==> src/rtl/pre_emphasis_pkg.sv <==
// Shared types and constants for the multi-channel pre-emphasis filter.
package pre_emphasis_pkg;

    localparam int ALPHA_Q15_DEFAULT = 31785;

    // Upper bounds for the pipeline-stage payload; instances use the low bits.
    localparam int MAX_DATA_W = 64;
    localparam int MAX_CH_W   = 16;

    function automatic int ch_width(input int n);
        return (n <= 2) ? 1 : $clog2(n);
    endfunction

    typedef struct packed {
        logic                         valid;
        logic [MAX_CH_W-1:0]          ch;
        logic signed [MAX_DATA_W-1:0] data;
        logic                         bypass;
    } stage_t;

endpackage

==> src/rtl/pre_emph_limit.sv <==
// Reduces the widened difference to the output width: saturation when
// PRE_EMPHASIS_SAT_EN is defined, two's-complement wrap otherwise.
module pre_emph_limit #(
    parameter int IN_W  = 18,
    parameter int OUT_W = 16
) (
    input  logic signed [IN_W-1:0]  din,
    output logic signed [OUT_W-1:0] dout
);

`ifdef PRE_EMPHASIS_SAT_EN
    localparam logic signed [IN_W-1:0] MAX_V = {{(IN_W-OUT_W+1){1'b0}}, {(OUT_W-1){1'b1}}};
    localparam logic signed [IN_W-1:0] MIN_V = {{(IN_W-OUT_W+1){1'b1}}, {(OUT_W-1){1'b0}}};

    always_comb begin
        dout = din[OUT_W-1:0];
        if (din > MAX_V) begin
            dout = MAX_V[OUT_W-1:0];
        end else if (din < MIN_V) begin
            dout = MIN_V[OUT_W-1:0];
        end
    end
`else
    logic unused_hi;

    assign dout      = $signed(din[OUT_W-1:0]);
    assign unused_hi = ^din[IN_W-1:OUT_W];
`endif

endmodule

==> src/rtl/pre_emphasis_mc.sv <==
// Time-multiplexed pre-emphasis filter y = x - alpha*x_prev[ch], 2-stage pipeline.
// Output limiting selected by PRE_EMPHASIS_SAT_EN (saturate) or wrap by default.
module pre_emphasis_mc
    import pre_emphasis_pkg::*;
#(
    parameter int  DATA_W = 16,
    parameter int  COEF_W = 16,
    parameter int  N_CH   = 4,
    localparam int CH_W   = ch_width(N_CH)
) (
    input  logic                     clk,
    input  logic                     rst,
    input  logic signed [COEF_W-1:0] alpha,
    input  logic                     bypass,
    input  logic                     s_valid,
    output logic                     s_ready,
    input  logic signed [DATA_W-1:0] s_data,
    input  logic [CH_W-1:0]          s_ch,
    input  logic                     s_sof,
    output logic                     m_valid,
    input  logic                     m_ready,
    output logic signed [DATA_W-1:0] m_data,
    output logic [CH_W-1:0]          m_ch
);

    localparam int PROD_W = DATA_W + COEF_W;
    localparam int DIFF_W = DATA_W + 2;

    logic signed [DATA_W-1:0] x_prev [N_CH];
    logic signed [DATA_W-1:0] prev_rd;
    logic signed [PROD_W-1:0] s1_prod;
    stage_t                   s1;

    logic                     advance;
    logic                     accept;
    logic signed [DATA_W-1:0] x2;
    logic signed [DIFF_W-1:0] sub2;
    logic signed [DIFF_W-1:0] diff2;
    logic signed [DATA_W-1:0] lim_out;
    logic                     unused_stage;

    assign advance = m_ready || !m_valid;
    assign s_ready = advance && !rst;
    assign accept  = s_valid && s_ready;

    // Out-of-range channels match no entry and therefore read zero history.
    always_comb begin
        prev_rd = '0;
        for (int unsigned i = 0; i < N_CH; i++) begin
            if (s_ch == CH_W'(i)) begin
                prev_rd = x_prev[i];
            end
        end
        if (s_sof) begin
            prev_rd = '0;
        end
    end

    always_ff @(posedge clk) begin
        if (rst) begin
            for (int unsigned i = 0; i < N_CH; i++) begin
                x_prev[i] <= '0;
            end
            s1      <= '0;
            s1_prod <= '0;
            m_valid <= 1'b0;
            m_data  <= '0;
            m_ch    <= '0;
        end else begin
            if (accept) begin
                for (int unsigned i = 0; i < N_CH; i++) begin
                    if (s_ch == CH_W'(i)) begin
                        x_prev[i] <= s_data;
                    end
                end
            end
            if (advance) begin
                s1.valid <= accept;
                if (accept) begin
                    s1.ch     <= MAX_CH_W'(s_ch);
                    s1.data   <= MAX_DATA_W'(s_data);
                    s1.bypass <= bypass;
                    s1_prod   <= PROD_W'(alpha) * PROD_W'(prev_rd);
                end
                m_valid <= s1.valid;
                if (s1.valid) begin
                    m_data <= lim_out;
                    m_ch   <= s1.ch[CH_W-1:0];
                end
            end
        end
    end

    always_comb begin
        x2    = $signed(s1.data[DATA_W-1:0]);
        sub2  = DIFF_W'(s1_prod >>> (COEF_W - 1));
        diff2 = s1.bypass ? DIFF_W'(x2) : (DIFF_W'(x2) - sub2);
    end

    pre_emph_limit #(
        .IN_W  (DIFF_W),
        .OUT_W (DATA_W)
    ) u_limit (
        .din  (diff2),
        .dout (lim_out)
    );

    assign unused_stage = ^{s1.ch, s1.data};

endmodule

==> config.mk <==
export PLATFORM = sky130hd
export DESIGN_NAME = pre_emphasis_mc
export DESIGN_NICKNAME = d
export VERILOG_FILES = /design/src/rtl/pre_emphasis_pkg.sv /design/src/rtl/pre_emph_limit.sv /design/src/rtl/pre_emphasis_mc.sv
export SDC_FILE = /design/constraint.sdc
export NUM_CORES = 1
export LEC_CHECK = 0
export BUFFER_PORTS_ARGS = -buffer_cell sky130_fd_sc_hd__buf_2
export CAP_MARGIN = 15
export CORE_MARGIN = 2
export CORE_UTILIZATION = 70
export CTS_CLUSTER_SIZE = 16
export DETAILED_ROUTE_END_ITERATION = 10
export GPL_ROUTABILITY_DRIVEN = 0
export HOLD_SLACK_MARGIN = 0.1
export PLACE_DENSITY_LB_ADDON = 0.15
export SLEW_MARGIN = 20
export SYNTH_ARGS = -nofsm -noshare
export SYNTH_HDL_FRONTEND = slang
export SYNTH_SLANG_ARGS = --single-unit
export TNS_END_PERCENT = 5
==> constraint.sdc <==
create_clock -name clk -period 18.25 [get_ports clk]
set_input_delay 3.65 -clock clk [delete_from_list [all_inputs] [get_ports clk]]
set_output_delay 3.65 -clock clk [all_outputs]
set_load 0.03 [all_outputs]
==> results by group <==
Yosys
  • Number of synthesized flops with an enable pin: 64
  • Post-synth ARST share: 0%
  • Seq/Total Area, Yosys: 20.24%
  • Main flop type after synthesis: edfxtp_1
  • Largest family of logic cells by synthesized area: adder cells
  • Post-Synth Adder-Cell Area: 42.01%
  • Yosys reg bits: 119
  • Avg Cell Area, Syn: 9.694 µm²
  • Mapped Cells: 1541
  • Synth Area in XOR/XNOR: 1.524%
  • Synthesized area: 14940 µm²
  • Synth Area in Simple Gates: 17.93%
  • Synth warn: 0
  • Netlist cell types: 66
  • Post-synthesis mux area share: 2.789%
  • Synthesized Nets: ~1900
  • Post-synthesis compound-gate area fraction: 6.475%

Global route
  • GRT Overall Usage: 33.58%
  • Largest net degree at the start of global routing: 47
  • Initial antenna violation count: 0
  • Gr ovfl total: 0
  • GR Layer Usage met3: between 7 and 8%
  • Met1 Resource Use GR: 45.10%
  • Met2 usage: 55.84%
  • Vias in the first global route: 11500
  • First-pass GRT wire length: 58070 µm
  • Most Used Layer, Global Route: met2

CTS
  • CTS buffer count: 17
  • CTS tree: yes
  • Root buf cell: clkbuf_16
  • Clk Latency, worst-skew pair: around 420 ps
  • Hold Buf Count CTS: 0
  • # Post-CTS Setup Buffers: 0
  • Clk slew on worst S/H paths: 60 ps
  • CTS Sinks: 119
  • H-tree levels: 4
  • Resized Gates After CTS: 0
  • Clock buffer depth: 2

Timing
  • Worst-Margin Slew: between 1000 and 1500 ps
  • Setup TNS: 0 ps
  • RSZ-0062 raised after global routing: no
  • Clock Skew: 9.482 ps
  • Tmin final: 10670 ps
  • # setup viols final: 0
  • Period utilization: 58.47%
  • Max-slew violation count: 0
  • Final hold violations: 0
  • Worst slew margin: 22.03%
  • Fmax: 93.71 MHz

Critical path
  • Slowest cell on the critical path: nor2b_1
  • Most Frequent Cell on Critical Path: fa_1
  • WP buf/inv: 4
  • Worst EP arrival: 10970 ps
  • Cell Chain, Critical Path: buf_2 -> mux4_2 -> nor2b_1 -> nand2_1 -> inv_1 -> fa_1 -> inv_1 -> fa_1 -> inv_1 -> fa_1 -> fa_1 -> fa_1 -> fa_1 -> ha_1 -> a21o_1 -> a21o_1 -> a21o_1 -> a21o_1 -> a21o_1 -> a211oi_4 -> o21a_1 -> o211ai_1
  • CP top delay family: adder cells
  • Crit start category: primary input
  • Worst Path Required: 18550 ps
  • Critical Path End Type: flop
  • Crit-path max FO: 22
  • Max incr delay on CP: 840 ps
  • Critical path class: primary input to flop

Finish
  • Fraction of layout instances using a drive strength above 1: approximately 9%
  • Post-layout util: 76.37%
  • Fillers: 1465
  • Fin area: between 15000 and 20000 µm²
  • Commonest cells after routing, fill and taps aside: inv_1 (290), fa_1 (256), nand2_1 (193)
  • Post-layout net count: 1953
  • Antenna diode count: 0
  • Area growth from synthesis to layout: 7.136%
  • Post-route insts no fill: between 1500 and 2000
  • Most common cell after layout, fill and taps aside: inv_1

Run
  • Total of max-cap violations: 0

Detailed routing
  • DRT Pass-1 Iters: 5
  • DRC viols: 0
  • DR iter-0 viols: 745
  • Number of antenna-violating nets in the routed design: 0
  • Detailed Route WL: about 35000 µm
  • Via count: 10670
  • Vias per inst: 5.759
  • WL/cell: 18.62 µm

Placement
  • Placed cell areas: 15420 µm²
  • Buffers on Ports: just under 60
  • Detailed Place HPWL: between 20000 and 30000 µm
  • Post-Place Cells: about 1800

Pwr
  • Pwr dens: 110.0 nW/µm²
  • Tot Pwr: 1.760 mW
  • Worst vdd ir: 0.1086 mV
  • Leak: 7.674 nW

Floorplanning
  • Die H: around 150 µm
  • Die ar.: 22520 µm²
  • Initial Util: 71.29%
  • Chip width: 150.1 µm
  • Rows: 53
  • Core area: 20960 µm²
  • I/O pins: 60

Min path
  • Worst min path class: flop to flop

Run status
  • Status: complete, no violations
[final timing paths]
path	start	to	slack, ps	cells after the start
worst min-delay path	s1[65]	m_ch[0]	460	2
worst max register to register	x_prev[2][2]	s1_prod[30]	11020	21
worst max-delay path	s_ch[1]	s1_prod[30]	7580	22
worst min register to register	s1[65]	m_ch[0]	460	2
[power by group]
group | switching [mW] | internal, mW
Combinational | 0.639 | 0.468
Clock | 0.137 | 0.193
Sequential | 0.0128 | 0.310
Total | 0.789 | 0.970
[kinds of logic (layout without fill, tap and decap cells)]
logic type,count (synthesis),in the layout
AND/OR/NAND/NOR,524,524
buffers and inverters,356,393
adder cells (fa/ha/maj),348,348
AO/OA/AOI/OAI,147,147
flip-flops,119,119
XOR/XNOR,26,26
multiplexers,21,21
[synth_stat cells (3+ instances only)]
cell      instances  area [µm²]
o21ai_0          38       190.2
nand4_1           6       37.54
ha_1             92        1151
or2_2             9       56.30
inv_1           290        1089
mux4_2           15       337.8
xnor2_1          20       175.2
a31oi_1           4       25.02
a211o_1           4       35.03
nor4_1            3       18.77
fa_1            256        5125
o21a_1            8       60.06
edfxtp_1         64        1922
or3_1             4       25.02
a21oi_1          34       170.2
nor3_1           19       95.09
o311ai_0          3       26.28
and3_1            7       43.79
dfxtp_1          55        1101
nor2b_1          18       112.6
clkbuf_1         61       229.0
a21o_1           10       75.07
nor3b_1           3       22.52
nor2_1           36       135.1
and2_1          184        1151
nand2_1         193       724.4
o211ai_1          9       67.56
o31ai_1           3       22.52
nand2b_1          8       50.05
mux2i_1           3       30.03
a211oi_1          6       45.04
xor2_1            6       52.55
nand3_1          25       125.1
o21ai_1           6       30.03
[sequential cells by signal (all words and copies together) (netlist names)]
signal,flops
x_prev,64
s1,20
m_data,16
s1_prod,16
m_ch,2
m_valid,1
[worst min-delay path: stages (launching register included)]
cell	delay [ps]
dfxtp_1	310
nand2_1	50
a21oi_1	50
[metrics by stage]
stage               setup WS [ps]  hold WS [ps]
floorplan                    7908         432.2
global placement             7367         439.3
detailed placement           7140         447.5
CTS                          7543         455.5
global route                 7123         469.7
finish                       7579         455.1
[cell type report]
| cell class | count | area (µm²) | share of cell area [%] |
|---|---|---|---|
| inverters | 290 | 1089 | 6.802 |
| flip-flops and latches | 119 | 3023 | 18.89 |
| clock inverters | 15 | 157.7 | 0.9851 |
| clock buffers | 17 | 425.4 | 2.658 |
| repair buffers | 71 | 385.4 | 2.408 |
| well taps | 275 | 344.1 | 2.150 |
| multi-input cells | 1066 | 10580 | 66.11 |
[routing by layer]
layer	vias to the layer above	wire [µm]
li1	4859	-
met1	5297	13930
met2	444	16820
met3	71	3043
met4	0	717
met5	-	0
Note: power is estimated with default switching activity, not from simulation.
